### src/rtl/frame_gate.sv
// Channel-burst gate: discards beats until N_CH-beat bursts lock, then forwards them tagged with tuser/tlast.
// Optional statistics ports/counters are enabled by defining FRAME_GATE_STATUS_EN.
module frame_gate #(
  parameter int DATA_W    = 96,
  parameter int N_CH      = 16,
  parameter int FRAME_LEN = 256,
  parameter int CH_W      = $clog2(N_CH),
  parameter int CNT_W     = $clog2(FRAME_LEN) + 1
) (
  input  logic              s_axis_aclk,
  input  logic              s_axis_aresetn,
  input  logic              enable,
  input  logic [DATA_W-1:0] s_axis_tdata,
  input  logic              s_axis_tvalid,
  output logic              s_axis_tready,
  output logic [DATA_W-1:0] m_axis_tdata,
  output logic              m_axis_tvalid,
  input  logic              m_axis_tready,
  output logic [CH_W-1:0]   m_axis_tuser,
  output logic              m_axis_tlast,
  output logic              gate_open
`ifdef FRAME_GATE_STATUS_EN
  ,
  input  logic              clear_stats,
  output logic [31:0]       drop_count,
  output logic [15:0]       lock_loss_count
`endif
);

  typedef enum logic {SEEK, OPEN} state_e;

  localparam logic [CNT_W-1:0] RUN_LAST  = CNT_W'(N_CH - 1);
  localparam logic [CNT_W-1:0] IDLE_LAST = CNT_W'(FRAME_LEN - N_CH - 1);
  localparam logic [CH_W-1:0]  CH_LAST   = CH_W'(N_CH - 1);

  state_e            state_q, state_d;
  logic [CNT_W-1:0]  run_q, run_d;
  logic [CNT_W-1:0]  idle_q, idle_d;
  logic [CH_W-1:0]   ch_q, ch_d;
  logic              open_q;
  logic              beat;
  logic              idle;
  logic              lock_loss;

  assign s_axis_tready = (state_q == SEEK) | m_axis_tready;
  assign m_axis_tvalid = (state_q == OPEN) & s_axis_tvalid;
  assign m_axis_tdata  = s_axis_tdata;
  assign m_axis_tuser  = ch_q;
  assign m_axis_tlast  = (ch_q == CH_LAST);
  assign gate_open     = open_q;

  assign beat = s_axis_tvalid & s_axis_tready;
  assign idle = ~s_axis_tvalid;

  always_comb begin
    state_d   = state_q;
    run_d     = run_q;
    idle_d    = idle_q;
    ch_d      = ch_q;
    lock_loss = 1'b0;
    case (state_q)
      SEEK: begin
        if (!enable) begin
          run_d = '0;
        end else if (beat) begin
          if (run_q == RUN_LAST) begin
            state_d = OPEN;
            run_d   = '0;
            idle_d  = '0;
            ch_d    = '0;
          end else if (run_q != '1) begin
            run_d = run_q + 1'b1;
          end
        end else if (idle) begin
          run_d = '0;
        end
      end
      OPEN: begin
        if (!enable) begin
          state_d = SEEK;
        end else if (beat) begin
          ch_d   = (ch_q == CH_LAST) ? '0 : ch_q + 1'b1;
          idle_d = '0;
        end else if (idle) begin
          // A gap mid-burst is a truncated frame; a gap between frames only fails once it exceeds the period.
          if (ch_q != '0 || idle_q == IDLE_LAST) begin
            state_d   = SEEK;
            lock_loss = 1'b1;
          end else if (idle_q != '1) begin
            idle_d = idle_q + 1'b1;
          end
        end
        if (state_d == SEEK) begin
          run_d  = '0;
          idle_d = '0;
          ch_d   = '0;
        end
      end
      default: state_d = SEEK;
    endcase
  end

  always_ff @(posedge s_axis_aclk or negedge s_axis_aresetn) begin
    if (!s_axis_aresetn) begin
      state_q <= SEEK;
      run_q   <= '0;
      idle_q  <= '0;
      ch_q    <= '0;
      open_q  <= 1'b0;
    end else begin
      state_q <= state_d;
      run_q   <= run_d;
      idle_q  <= idle_d;
      ch_q    <= ch_d;
      open_q  <= (state_d == OPEN);
    end
  end

`ifdef FRAME_GATE_STATUS_EN
  logic [31:0] drop_q;
  logic [15:0] loss_q;

  always_ff @(posedge s_axis_aclk or negedge s_axis_aresetn) begin
    if (!s_axis_aresetn) begin
      drop_q <= '0;
      loss_q <= '0;
    end else if (clear_stats) begin
      drop_q <= '0;
      loss_q <= '0;
    end else begin
      if (state_q == SEEK && beat && drop_q != '1) drop_q <= drop_q + 1'b1;
      if (lock_loss && loss_q != '1)               loss_q <= loss_q + 1'b1;
    end
  end

  assign drop_count      = drop_q;
  assign lock_loss_count = loss_q;
`endif

endmodule

### config.mk
export PLATFORM = sky130hd
export DESIGN_NAME = frame_gate
export DESIGN_NICKNAME = d
export VERILOG_FILES = /design/src/rtl/frame_gate.sv
export SDC_FILE = /design/constraint.sdc
export NUM_CORES = 1
export LEC_CHECK = 0
export CORE_ASPECT_RATIO = 1.25
export CORE_MARGIN = 2
export CORE_UTILIZATION = 30
export DETAILED_ROUTE_END_ITERATION = 6
export DONT_BUFFER_PORTS = 1
export PLACE_DENSITY_LB_ADDON = 0.12
export SYNTH_ARGS = -nofsm -noshare
export SYNTH_HDL_FRONTEND = slang
export SYNTH_SLANG_ARGS = --single-unit
### constraint.sdc
create_clock -name s_axis_aclk -period 2 [get_ports s_axis_aclk]
set_input_delay 0.2 -clock s_axis_aclk [delete_from_list [all_inputs] [get_ports s_axis_aclk]]
set_output_delay 0.2 -clock s_axis_aclk [all_outputs]
set_load 0.1 [all_outputs]
==> After elaboration in Yosys (flattened, before gate mapping) <==
Index checks and enable logic that the tools add are counted.
{ "totals": {"ff_bits": 23, "elab_cells": 66} }
{ "classes": {"add_sub_neg": 3, "eq_ne": 16, "n_mux": 34, "n_bitwise": 4, "reduce_logical": 5} }
{ "ops": {"columns": ["operator", "count"], "rows": [
  ["9-bit 2-to-1 mux", 15],
  ["9-bit case mux with 2 select lines", 2],
  ["4-bit 2-to-1 mux", 7],
  ["9-bit by 1-bit adder with 9-bit output (second input constant)", 2],
  ["9-bit inequality test (second input constant)", 2],
  ["4-bit inequality test (second input constant)", 4],
  ["9-bit by 4-bit equality test with 1-bit output (second input constant)", 1],
  ["9-bit by 8-bit equality test with 1-bit output (second input constant)", 1],
  ["1-bit 2-to-1 mux", 8],
  ["4-bit case mux with 2 select lines", 1],
  ["7-bit AND reduction", 1],
  ["2-bit inequality test (second input constant)", 3],
  ["3-bit inequality test (second input constant)", 2],
  ["5-bit by 3-bit inequality test with 1-bit output (second input constant)", 1],
  ["5-bit AND reduction", 1],
  ["4-bit by 1-bit adder with 4-bit output (second input constant)", 1],
  ["4-bit equality test (second input constant)", 1],
  ["4-bit nonzero test", 1],
  ["3-bit AND reduction", 1],
  ["1-bit AND", 2],
  ["2-bit by 1-bit inequality test with 1-bit output (second input constant)", 1],
  ["1-bit case mux with 2 select lines", 1],
  ["1-bit logical OR", 1],
  ["1-bit NOT", 1],
  ["1-bit OR", 1]
]} }

==> Longest topological paths before layout <==
{ "depth": {"ltp_word": 9, "ltp_mapped": 10, "ltp_nobuf": 9} }

==> Worst setup path after synthesis <==
OpenSTA, ideal clock, no wires.
{ "synth_path": {"kind": "reg2reg", "start": "reg, netlist name gate_open", "end": "reg idle_q[1]", "setup_ns": 0.082, "arrival_time_ns": 2.449, "required_ns": 1.918, "slack_ns": -0.530, "path_stages_with_launch": 5, "n_path_buf": 0, "synth_period_minus_slack_ns": 2.530, "path_cell_list": "dfrtp_1 > nand2b_1 > mux2i_1 > nand4_1 > mux2i_1"} }
{ "synth_lines": {"columns": ["element", "line", "rtl"], "rows": [
  ["end signal, assigned", "113", "idle_q <= idle_d;"],
  ["end, declared", "38", "logic [CNT_W-1:0] idle_q, idle_d;"]
]} }

==> Worst setup path in the final report <==
{ "layout_path": {"start": "reg idle_q[0]", "end": "reg idle_q[3]"} }
{ "layout_between": {"elab_chain_len": 9} }
{ "layout_rtl": {"columns": ["element"], "rows": [
  ["branches (longest 9 deep; another with 9-bit by 1-bit adder with 9-bit output)"]
]} }
Several ways; the timed one is not identified. The select of a mux whose other input is x is not followed.
A chain may end at the register's enable or synchronous reset.

==> results_dict.tcl <==
set metrics [dict create \
    rows 34 \
    grt_pass1_wl_mm 6.47 \
    wl_per_cell_um 14.5 \
    vias_per_cell 4.75 \
    cts_max_level 1 \
    initial_core_util 0.305 \
    swShare 0.236 \
    synth_area_um2 2100 \
    wirelength_mm 3.99 \
    synth-main-ff-cell "dfrtp_1" \
    die_h_um 97.6 \
    critPathRequiredTime_ns 2.20 \
    finalCritPeriodShare 0.981 \
    outcome "finished, final reports clean" \
    p_switching_mw 0.193 \
    root_buffer "clkbuf_8" \
    end_kind "flop" \
    hold_viol_final 0 \
    antenna_left 0 \
    num_io_pins 205 \
    postSynth.asyncResetShare 1.00 \
    crit_arrival_ns 2.17 \
    io_buffers 0 \
    p_leak_nw 0.839 \
    grt_setup_unrepaired "yes" \
    clkPwrFrac 0.377 \
    maxSlewHeadroom 0.770 \
    comb_power_share 0.050 \
    grt_max_degree 24 \
    clock_skew_ns 0.00323 \
    yosys_warnings 0 \
    start_kind "flop" \
    hold_class "input port to flop" \
    synth_seq_area_share 0.273 \
    antenna_found_initial 0 \
    placed_cells 263 \
    worst_slack_ns 0.0376 \
    nets 294 \
    syn_to_final_growth_pct -6.96 \
    synth_cells 244 \
    min_path_cells 2 \
    max_freq_mhz 510 \
    avgSynthCellArea_um2 8.63 \
    finalSetupTns_ns 0 \
    n_antenna_cell 0 \
    power_density_nw_per_um2 418 \
    pre_cts_ws_ns -0.0310 \
    ir_drop_mv 0.233 \
    first_global_vias 1313 \
    crit_type "flop to flop" \
    final-seq-area_um2 581 \
    fillers 762 \
    hpwl_mm 2.94 \
    routabilityCongestion 0.763 \
    power_frac_seq 0.573 \
    multiInputGateArea_um2 875 \
    drt_iter0_markers 24 \
    cts_buffer_depth 2 \
    path_clk_slew_ns 0.09 \
    crit_fanout 5 \
    synthDistinctLibCells 45 \
    min_from "s_axis_tvalid" \
    stdcell_count 276 \
    insertion_delay_ns 0.27 \
    regToRegEndpoint "idle_q[3]" \
    design.core.area_um2 6890 \
    holdPathEnd "gate_open" \
    layout-drive-gt1-share 0.382 \
    die_area_um2 7710 \
    cts_tree "done" \
    synth_edf_count 0 \
    drc 0 \
    vias 1312 \
    cts.sinks 23 \
    cp-startpoint "idle_q[0]" \
    overflow 0 \
    r2r_cells 9 \
    setup_violations 0 \
    die_w_um 78.9 \
    r2r_setup_slack_ns 0.04 \
    worst_slew_pin_slew_ns 0.343 \
    intPower_mw 0.625 \
    track_usage 0.103 \
    slew_viol_final 0 \
    period_minus_slack_ns 1.96 \
    cts_made_buffers 3 \
    timing.rr.start "idle_q[0]" \
    synth_fp_nets 351 \
    ys_ff_latch 23 \
    max_cap_viol_count 0 \
    firstDrtPassIters 5 \
]
sequential cells by signal, summed over array words and instances (netlist names):
name / cells
idle_q: 9
run_q: 9
m_axis_tuser: 4
gate_open: 1
per-stage QoR:
step	power (mW)	area, µm²	hold slack [ns]	utilization
floorplan	1.40	2110	-0.0956	-
global placement	0.499	1710	-0.0950	0.248
detailed placement	0.499	1710	-0.0950	0.248
CTS	0.838	1820	0.0485	0.265
global route	0.862	1960	0.0476	0.284
finish	0.818	1960	0.0585	0.284
timing repair:
action	CTS	global route
cloned	0	1
endpoints found under the hold margin	23	0
pin swaps	0	7
resized for setup	5	19
hold buffers	2	0
setup buffers	1	5
setup endpoints to repair	7	13
layout make-up:
| cell class | instances | share of cell area |
|---|---|---|
| multi-input cells | 113 | 0.447 |
| clock buffers | 3 | 0.0211 |
| well taps | 90 | 0.0575 |
| clock inverters | 1 | 0.00256 |
| inverters | 8 | 0.0153 |
| repair buffers | 38 | 0.160 |
| flip-flops and latches | 23 | 0.296 |
critical path, stage by stage, from the launching register on:
cell and delay [ns]:
dfrtp_1 0.40, ha_2 0.19, nand4_1 0.09, nor2_1 0.06, ha_2 0.17, nor3b_2 0.17
o311ai_2 0.14, buf_4 0.19, or3_1 0.34, a21oi_1 0.14
power by group through the flow:
stage | clock network [mW] | registers, mW | logic, mW
after floorplan | 0 | 0.477 | 0.924
after global placement | 0 | 0.477 | 0.0214
after detailed placement | 0 | 0.477 | 0.0218
after CTS | 0.331 | 0.468 | 0.0393
after global routing | 0.346 | 0.469 | 0.0471
final | 0.308 | 0.469 | 0.0408
metal layers:
layer | share of wire | global-route usage | vias up
met5 | 0 | 0 | -
met4 | 0.017 | 0.0411 | 0
met3 | 0.058 | 0.0316 | 18
met2 | 0.52 | 0.182 | 45
met1 | 0.40 | 0.114 | 643
li1 | - | - | 606
worst max path at each step:
stage           endpoint  slack, ns
4_1_cts         run_q[7]     0.0009
5_1_grt        idle_q[3]      -0.08
3_3_place_gp    run_q[7]      -0.05
6_report       idle_q[3]       0.04
2_1_floorplan  idle_q[1]      -0.02
3_5_place_dp    run_q[7]      -0.03
synthesized netlist by cell type, types with 2 or more instances:
master	number	share of area
buf_4	97	0.35
inv_1	8	0.014
nand2_1	13	0.023
o21ai_0	11	0.026
nand3_1	9	0.021
mux2i_1	3	0.014
nor3_1	3	0.0071
nand4_1	2	0.0059
nor2_1	12	0.021
nor2b_1	3	0.0089
o21ai_1	3	0.0071
nand2b_1	6	0.018
o22ai_1	3	0.0089
a21oi_1	3	0.0071
dfrtp_1	23	0.27
a21boi_0	2	0.0071
a22o_1	2	0.0083
and3_1	2	0.0059
ha_1	6	0.036
or3_1	2	0.0059
xnor2_1	5	0.021
o31ai_1	3	0.011
cells by family (layout without fill, tap and decap cells):
kind of cell,Yosys count,count (layout),share of synthesized area
AOI/OAI and AO/OA,35,35,0.118
xor gates and xnor gates,5,5,0.0208
adders and majority gates,6,6,0.0357
buffers and inverters,108,50,0.370
DFF,23,23,0.273
muxes,4,4,0.0196
and+or+nand+nor,63,63,0.162
cells in the final DEF (no fill, tap or decap), types with 4 or more instances in the layout:
| cell type | instances |
|---|---|
| buf_4 | 33 |
| dfrtp_1 | 19 |
| dfrtp_2 | 4 |
| inv_1 | 8 |
| nand2_1 | 13 |
| nand2b_1 | 4 |
| nand3_1 | 8 |
| nor2_1 | 12 |
| o21ai_0 | 11 |
| xnor2_1 | 5 |
No activity file was read; power rests on OpenSTA's default activity.
